<file path="config.mk">
export PLATFORM = sky130hd
export DESIGN_NAME = cpu_ifetch_flat
export DESIGN_NICKNAME = d
export VERILOG_FILES = /design/src/rtl/cpu_ifetch_if.sv /design/src/rtl/cpu_ifetch.sv /design/src/flat_wrapper.sv
export SDC_FILE = /design/constraint.sdc
export NUM_CORES = 1
export LEC_CHECK = 0
export BUFFER_PORTS_ARGS = -buffer_cell sky130_fd_sc_hd__buf_2
export CAP_MARGIN = 25
export CORE_MARGIN = 2
export CORE_UTILIZATION = 47
export CTS_CLUSTER_DIAMETER = 100
export DETAILED_ROUTE_END_ITERATION = 10
export GPL_ROUTABILITY_DRIVEN = 0
export GPL_TIMING_DRIVEN = 0
export PLACE_DENSITY = 0.76
export SLEW_MARGIN = 0
export SYNTH_ARGS = -nofsm -noshare
export SYNTH_HDL_FRONTEND = slang
export SYNTH_SLANG_ARGS = --single-unit
</file>
<file path="constraint.sdc">
create_clock -name clk_i -period 2.4 [get_ports clk_i]
set_clock_uncertainty 0.15 [all_clocks]
set_input_delay 0.48 -clock clk_i [delete_from_list [all_inputs] [get_ports clk_i]]
set_output_delay 0.48 -clock clk_i [all_outputs]
set_load 0.02 [all_outputs]
</file>
<file path="src/rtl/cpu_ifetch_if.sv">
// rtl/cpu_ifetch_if.sv - instruction bus and FIFO write-port bundle for cpu_ifetch
interface cpu_ifetch_if;
  logic [31:0] wb_adr_o;
  logic        wb_cyc_o;
  logic        wb_stb_o;
  logic        wb_we_o;
  logic [31:0] wb_dat_i;
  logic        wb_ack_i;
  logic        fifo_full_i;
  logic        fifo_write_en_o;
  logic [31:0] fifo_data_o;

  modport master (
    output wb_adr_o, wb_cyc_o, wb_stb_o, wb_we_o, fifo_write_en_o, fifo_data_o,
    input  wb_dat_i, wb_ack_i, fifo_full_i
  );

  modport slave (
    input  wb_adr_o, wb_cyc_o, wb_stb_o, wb_we_o, fifo_write_en_o, fifo_data_o,
    output wb_dat_i, wb_ack_i, fifo_full_i
  );
endinterface

</file>
<file path="src/rtl/cpu_ifetch.sv">
// rtl/cpu_ifetch.sv - instruction fetch sequencer feeding the instruction FIFO
// Optional bus watchdog enabled by defining CPU_IFETCH_TIMEOUT_EN.
module cpu_ifetch #(
  parameter logic [31:0] BOOT_ADDRESS   = 32'h0000_1000,
  parameter int          TIMEOUT_CYCLES = 16
) (
  input  logic                clk_i,
  input  logic                rst_i,
  input  logic                stall_i,
  input  logic                branch_i,
  input  logic [31:0]         branch_target_i,
  cpu_ifetch_if.master        bus,
  output logic                newPC_p_o,
  output logic [31:0]         PC_o,
  output logic                fault_o
);

  typedef enum logic [1:0] {IDLE, REQ, DISCARD} state_t;

  state_t      state_q, state_d;
  logic [31:0] adr_q, adr_d;
  logic [31:0] data_q, data_d;
  logic [31:0] pc_q, pc_d;
  logic [15:0] carry_q, carry_d;
  logic        push_q, push_d;
  logic        newpc_q, newpc_d;
  logic        realign_q, realign_d;
  logic        carry_valid_q, carry_valid_d;
  logic        busy;
  logic        expired;
  logic        halt_q;

  assign busy = (state_q != IDLE);

`ifdef CPU_IFETCH_TIMEOUT_EN
  localparam int CNT_W = $clog2(TIMEOUT_CYCLES + 1);

  logic [CNT_W-1:0] cnt_q, cnt_d;
  logic             fault_q, fault_d;
  logic             halt_d;

  // A watchdog hit in the same cycle as a redirect yields to the redirect.
  assign expired = busy && !bus.wb_ack_i && !branch_i
                   && (cnt_q == CNT_W'(TIMEOUT_CYCLES - 1));

  always_comb begin
    cnt_d   = '0;
    fault_d = fault_q | expired;
    halt_d  = halt_q;
    if (busy && state_d == state_q) begin
      cnt_d = cnt_q + CNT_W'(1);
    end
    if (branch_i) begin
      halt_d = 1'b0;
    end else if (expired) begin
      halt_d = 1'b1;
    end
  end

  always_ff @(posedge clk_i or negedge rst_i) begin
    if (!rst_i) begin
      cnt_q   <= '0;
      fault_q <= 1'b0;
      halt_q  <= 1'b0;
    end else begin
      cnt_q   <= cnt_d;
      fault_q <= fault_d;
      halt_q  <= halt_d;
    end
  end

  assign fault_o = fault_q;
`else
  assign expired = 1'b0;
  assign halt_q  = 1'b0;
  assign fault_o = 1'b0;

  if (TIMEOUT_CYCLES < 1) begin : g_bad_timeout_cfg
  end
`endif

  always_comb begin
    state_d       = state_q;
    adr_d         = adr_q;
    data_d        = data_q;
    pc_d          = pc_q;
    carry_d       = carry_q;
    push_d        = push_q;
    newpc_d       = 1'b0;
    realign_d     = realign_q;
    carry_valid_d = carry_valid_q;

    if (push_q && !stall_i) begin
      push_d = 1'b0;
    end

    case (state_q)
      IDLE: begin
        if (!push_q && !bus.fifo_full_i && !halt_q) begin
          state_d = REQ;
        end
      end
      REQ: begin
        if (bus.wb_ack_i) begin
          state_d = IDLE;
          adr_d   = adr_q + 32'd4;
          if (realign_q) begin
            // The first word after a halfword-aligned target only primes the carry.
            carry_d       = bus.wb_dat_i[15:0];
            carry_valid_d = 1'b1;
            if (carry_valid_q) begin
              push_d = 1'b1;
              data_d = {carry_q, bus.wb_dat_i[31:16]};
            end
          end else begin
            push_d = 1'b1;
            data_d = bus.wb_dat_i;
          end
        end else if (expired) begin
          state_d = IDLE;
        end
      end
      DISCARD: begin
        if (bus.wb_ack_i || expired) begin
          state_d = IDLE;
        end
      end
      default: state_d = IDLE;
    endcase

    if (branch_i) begin
      push_d        = 1'b0;
      carry_valid_d = 1'b0;
      adr_d         = {branch_target_i[31:2], 2'b00};
      realign_d     = branch_target_i[1];
      newpc_d       = 1'b1;
      pc_d          = branch_target_i;
      state_d       = (busy && !bus.wb_ack_i) ? DISCARD : IDLE;
    end
  end

  always_ff @(posedge clk_i or negedge rst_i) begin
    if (!rst_i) begin
      state_q       <= IDLE;
      adr_q         <= {BOOT_ADDRESS[31:2], 2'b00};
      data_q        <= '0;
      pc_q          <= BOOT_ADDRESS;
      carry_q       <= '0;
      push_q        <= 1'b0;
      newpc_q       <= 1'b1;
      realign_q     <= BOOT_ADDRESS[1];
      carry_valid_q <= 1'b0;
    end else begin
      state_q       <= state_d;
      adr_q         <= adr_d;
      data_q        <= data_d;
      pc_q          <= pc_d;
      carry_q       <= carry_d;
      push_q        <= push_d;
      newpc_q       <= newpc_d;
      realign_q     <= realign_d;
      carry_valid_q <= carry_valid_d;
    end
  end

  assign bus.wb_adr_o        = adr_q;
  assign bus.wb_cyc_o        = busy;
  assign bus.wb_stb_o        = busy;
  assign bus.wb_we_o         = 1'b0;
  assign bus.fifo_write_en_o = push_q;
  assign bus.fifo_data_o     = data_q;
  assign newPC_p_o           = newpc_q;
  assign PC_o                = pc_q;

endmodule
</file>
<file path="src/flat_wrapper.sv">
// flat-port wrapper written by rule: the top's interface ports become plain ports
module cpu_ifetch_flat 
#(
  parameter logic [31:0] BOOT_ADDRESS   = 32'h0000_1000,
  parameter int          TIMEOUT_CYCLES = 16
)
  (clk_i, rst_i, stall_i, branch_i, branch_target_i, newPC_p_o, PC_o, fault_o, bus_wb_adr_o, bus_wb_cyc_o, bus_wb_stb_o, bus_wb_we_o, bus_fifo_write_en_o, bus_fifo_data_o, bus_wb_dat_i, bus_wb_ack_i, bus_fifo_full_i);
  cpu_ifetch_if bus_i ();
  input  logic clk_i;
  input  logic rst_i;
  input  logic stall_i;
  input  logic branch_i;
  input  logic [31:0] branch_target_i;
  output logic newPC_p_o;
  output logic [31:0] PC_o;
  output logic fault_o;
  output wire logic [$bits(bus_i.wb_adr_o)-1:0] bus_wb_adr_o;
  output wire logic [$bits(bus_i.wb_cyc_o)-1:0] bus_wb_cyc_o;
  output wire logic [$bits(bus_i.wb_stb_o)-1:0] bus_wb_stb_o;
  output wire logic [$bits(bus_i.wb_we_o)-1:0] bus_wb_we_o;
  output wire logic [$bits(bus_i.fifo_write_en_o)-1:0] bus_fifo_write_en_o;
  output wire logic [$bits(bus_i.fifo_data_o)-1:0] bus_fifo_data_o;
  input wire logic [$bits(bus_i.wb_dat_i)-1:0] bus_wb_dat_i;
  input wire logic [$bits(bus_i.wb_ack_i)-1:0] bus_wb_ack_i;
  input wire logic [$bits(bus_i.fifo_full_i)-1:0] bus_fifo_full_i;
  assign bus_wb_adr_o = bus_i.wb_adr_o;
  assign bus_wb_cyc_o = bus_i.wb_cyc_o;
  assign bus_wb_stb_o = bus_i.wb_stb_o;
  assign bus_wb_we_o = bus_i.wb_we_o;
  assign bus_fifo_write_en_o = bus_i.fifo_write_en_o;
  assign bus_fifo_data_o = bus_i.fifo_data_o;
  assign bus_i.wb_dat_i = bus_wb_dat_i;
  assign bus_i.wb_ack_i = bus_wb_ack_i;
  assign bus_i.fifo_full_i = bus_fifo_full_i;
  cpu_ifetch #(.BOOT_ADDRESS(BOOT_ADDRESS), .TIMEOUT_CYCLES(TIMEOUT_CYCLES)) u_core (.clk_i(clk_i), .rst_i(rst_i), .stall_i(stall_i), .branch_i(branch_i), .branch_target_i(branch_target_i), .bus(bus_i), .newPC_p_o(newPC_p_o), .PC_o(PC_o), .fault_o(fault_o));
endmodule
</file>
* Yosys cells after proc, flatten, opt, wreduce, memory -nomap -nowiden
Index checks and enable logic that the tools add are counted.
** Word-level totals
- Register bits :: 118
- Input bits :: 70
- Output and inout bits :: 102
- Logic and storage cells :: 54
** Operators by class
- Add/sub/neg operators :: 1
- Equality and inequality tests :: 5
- Muxes and demuxes :: 21
- Reductions and logical operators :: 18
** Operators with widths (count)
- two-way mux 32 bit :: 5
- adder 32 x 3 -> 32 bit (second input constant) :: 1
- two-way mux 1 bit :: 11
- AND reduction 3 bit :: 3
- two-way mux 2 bit :: 4
- nonzero test 2 bit :: 4
- zero test 1 bit :: 4
- case mux 2 bit (2 select lines) :: 1
- AND reduction 2 bit :: 2
- logical AND 1 bit :: 3
- != test 3 x 1 -> 1 bit (second input constant) :: 1
- != test 3 x 2 -> 1 bit (second input constant) :: 1
- == test 2 x 1 -> 1 bit (second input constant) :: 1
- == test 2 bit (second input constant) :: 1
- zero test 2 bit :: 1
- != test 2 bit (second input constant) :: 1
- OR reduction 2 bit :: 1

* Logic depth before layout (Yosys ltp)
- Word-level depth :: 8
- Mapped depth :: 8
- Gate-level depth less buffers :: 6

* Worst setup path after synthesis
OpenSTA, ideal clock, no wires.
- Path kind :: flip-flop to flip-flop
- From :: reg u_core.adr_q[4] (netlist: u_core.bus.wb_adr_o[4])
- To :: reg u_core.adr_q[23] (netlist: u_core.bus.wb_adr_o[23])
- Setup time :: 0.082 ns
- Arrival :: 2.035 ns
- Setup slack :: 0.133 ns
- Cell stages (with the launch flop) :: 6
- Clock period less this slack :: 2.267 ns
- Path through :: dfrtp_1 nand4_4 or4_4 buf_6 or4_1 a31oi_1
** On the way
- Longest elaborated chain between the ends :: 4
** RTL lines
- start, declared :: RTL line cpu_ifetch.sv:21 : logic [31:0] adr_q, adr_d;
- start signal, assigned :: RTL line cpu_ifetch.sv:145 : adr_q <= {BOOT_ADDRESS[31:2], 2'b00};
- start signal, assigned :: RTL line cpu_ifetch.sv:155 : adr_q <= adr_d;
- adder 32 x 3 -> 32 bit :: RTL line cpu_ifetch.sv:106 : adr_d = adr_q + 32'd4;
- two-way mux 32 bit :: RTL line cpu_ifetch.sv:104 : if (bus.wb_ack_i) begin
- two-way mux 32 bit :: RTL line cpu_ifetch.sv:97 : case (state_q)
- two-way mux 32 bit :: RTL line cpu_ifetch.sv:131 : if (branch_i) begin
No other way between the ends. The select of a mux whose other input is x is not followed.
A chain may end at the register's enable or synchronous reset.

* Worst setup path in the final report
- From :: reg u_core.adr_q[12] (netlist: u_core.bus.wb_adr_o[12])
- To :: reg u_core.adr_q[19] (netlist: u_core.bus.wb_adr_o[19])
The elaborated chain is that of the path after synthesis.

==> results.sh <==
export IMPL_synthFlopType="dfrtp_1"
export IMPL_overflow=0
export IMPL_syn_to_final_growth_pct=34.17
export IMPL_final_common_cell="buf_2"
export IMPL_drt_iter0_drc=249
export IMPL_period_share=0.9573
export IMPL_fin_nets=756
export IMPL_rsz0062_at_grt="false"
export IMPL_die_area_sq_um=11890
export IMPL_ant_nets=0
export IMPL_outcome="finished, final reports clean"
export IMPL_max_cap_violations=0
export IMPL_fin_util=0.6446
export IMPL_async_flop_share=1.000
export IMPL_fin_crit_ns=2.297
export IMPL_root_buffer="clkbuf_8"
export IMPL_antenna_found_initial=0
export IMPL_hold_class="in2reg"
export IMPL_post_route_drc_count=0
export IMPL_maxSlewViolCount=0
export IMPL_nFillCells=886
export IMPL_max_stage_delay_ns=0.59
export IMPL_ios=172
export IMPL_drive_gt1_frac=0.3621
export IMPL_wl_per_cell_microns=16.58
export IMPL_clkSinkCount=115
export IMPL_ys_ff_latch=115
export IMPL_grt_max_degree=69
export IMPL_most_common_layout_cells="buf_2 (166), dfrtp_1 (111), nor2_1 (55)"
export IMPL_synth_edf_count=0
export IMPL_ctsHtreeMaxLevel=4
export IMPL_dr_pass1_iters=7
export IMPL_required_ns=2.69
export IMPL_clkLatencyLatePin_ns=0.52
export IMPL_final_hold_viol_count=0
export IMPL_num_rows=38
export IMPL_max_freq_mhz=435.3
export IMPL_critPathSlowestCell="dfstp_2"
export IMPL_dpl_cell_area_sq_um=6236
export IMPL_path_delay_family="simple AND/OR/NAND/NOR gates"
export IMPL_cp_start_kind="flip-flop"
export IMPL_yosysSeqAreaShare=0.5557
export IMPL_crit_buf_inv=1
export IMPL_hpwl_microns=9822
export IMPL_grt_pass1_wl_microns=22000
export IMPL_clk_path_buf_depth=2
export IMPL_track_usage=0.2414
export IMPL_cp_arrival_ns=2.59
export IMPL_n_antenna_cell=0
export IMPL_critPathCaptureType="flip-flop"
export IMPL_via_per_inst=5.446
export IMPL_p_leak_nw=3.263
export IMPL_crit_type="reg2reg"
export IMPL_die_h_microns=109.0
export IMPL_power_density_nw_per_um2=1079
export IMPL_setup_viol_count_final=0
export IMPL_netlist_area_sq_um=5185
export IMPL_yosys_warnings=0
export IMPL_drt_total_wl_microns=13860
export IMPL_clk_pin_slew_worst_paths_ns=0.06
export IMPL_avgSynthCellArea_sq_um=10.58
export IMPL_peakVddDrop_mv=0.7094
export IMPL_worstPathCellList="nand4_1 > or4_4 > buf_6 > or4_1 > a31oi_1"
export IMPL_start_util=0.4804
export IMPL_synthCells=490
export IMPL_vias=4553
export IMPL_cts_tree="done"
export IMPL_worstMarginPinSlew_ns=0.8496
export IMPL_worstPathMaxFanout=10
export IMPL_max_slew_margin=0.4336
export IMPL_grt_pass1_vias=4467
export IMPL_cts_buffers=17
export IMPL_stdcell_area_sq_um=6957
export IMPL_synth_distinct_cells=33
export IMPL_port_buffers=166
export IMPL_die_w_microns=109.0
export IMPL_core_sq_um=10790
[kinds of logic (layout without fill, tap and decap cells)]
kind of cell               after synthesis  count (layout)  synth area share
and+or+nand+nor                        141             141            0.1315
DFF                                    115             115            0.5557
AOI/OAI and AO/OA                       99              99            0.1069
muxes                                   66              66            0.1354
buffers and inverters                   55             258           0.04561
xor gates and xnor gates                10              10           0.01689
adders and majority gates                3               3          0.007240
other                                    1               4         0.0007232
[report_power, final]
group	switching, mW	leakage [nW]	internal [mW]
registers	0.328	1.34	2.46
clock network	0.876	0.330	2.02
logic	1.11	1.60	0.713
[through the flow]
| step | setup TNS (ns) | setup WS, ns | hold slack, ns | std cells | total power [mW] |
|---|---|---|---|---|---|
| 5_1_grt | 0 | 0.01446 | 0.03407 | 836 | 7.862 |
| 6_report | 0 | 0.1026 | 0.03716 | 836 | 7.507 |
| 2_1_floorplan | 0 | 0.1329 | 0.03441 | 493 | 3.903 |
| 3_5_place_dp | -0.5421 | -0.05051 | 0.2991 | 800 | 4.633 |
| 4_1_cts | 0 | 0.03635 | 0.02232 | 834 | 7.544 |
| 3_3_place_gp | -72.99 | -0.6552 | 0.3116 | 799 | 4.544 |
[state kept, by name, indices dropped and copies added (netlist names)]
name                        cells
u_core.bus.fifo_data_o         32
u_core.bus.wb_adr_o            30
u_core.carry_valid_q            1
u_core.newPC_p_o                1
u_core.state_q                  2
u_core.PC_o                    32
u_core.bus.fifo_write_en_o      1
u_core.carry_q                 16
[cells in the mapped netlist, types with 9 or more instances]
library cell / n / area, sq um
a31oi_1: 15 / 93.84
dfrtp_1: 112 / 2803
a21oi_1: 36 / 180.2
clkbuf_1: 20 / 75.07
nand2_1: 38 / 142.6
nor2_1: 55 / 206.5
mux2i_1: 33 / 330.3
nand3_1: 9 / 45.04
o31ai_1: 11 / 82.58
mux2_2: 33 / 371.6
inv_1: 22 / 82.58
or4_1: 10 / 75.07
o21ai_0: 32 / 160.2
[worst paths after layout]
kind / slack [ns] / cells past startpoint / startpoint / to
worst max-delay path: 0.10 / 5 / u_core.bus.wb_adr_o[12] / u_core.bus.wb_adr_o[19]
worst min-delay path: 0.04 / 2 / branch_target_i[0] / u_core.PC_o[0]
worst max register to register: 0.10 / 5 / u_core.bus.wb_adr_o[12] / u_core.bus.wb_adr_o[19]
worst min register to register: 0.32 / 2 / u_core.PC_o[12] / u_core.PC_o[12]
max in group asynchronous: 1.07 / 3 / rst_i / u_core.PC_o[12]
min in group asynchronous: 0.31 / 2 / rst_i / u_core.bus.wb_adr_o[27]
[final cells by class]
class | instances | area (sq um) | area share
flip-flops and latches | 115 | 2883 | 0.4144
multi-input cells | 323 | 2086 | 0.2998
repair buffers | 171 | 899.6 | 0.1293
clock buffers | 21 | 439.2 | 0.06313
clock inverters | 11 | 230.2 | 0.03309
well taps | 140 | 175.2 | 0.02518
plain buffers | 32 | 157.7 | 0.02266
inverters | 23 | 86.33 | 0.01241
[layer usage]
layer | global-route usage | routed length [microns] | part of all wire | up-vias
met5 | 0 | 0 | 0 | -
met4 | 0.08242 | 216 | 0.016 | 0
met3 | 0.07053 | 1141 | 0.082 | 24
met2 | 0.4006 | 6698 | 0.48 | 201
met1 | 0.3017 | 5802 | 0.42 | 2214
li1 | - | - | - | 2114
[what timing repair did]
| action | in CTS | in global routing |
|---|---|---|
| endpoints found under the hold margin | 48 | 0 |
| hold buffers | 2 | 0 |
| gates resized for setup | 1 | 12 |
| setup buffers | 0 | 2 |
| endpoints found under the setup margin | 3 | 51 |
| pin swaps | 0 | 1 |
Power figures use the tool's default switching activity.
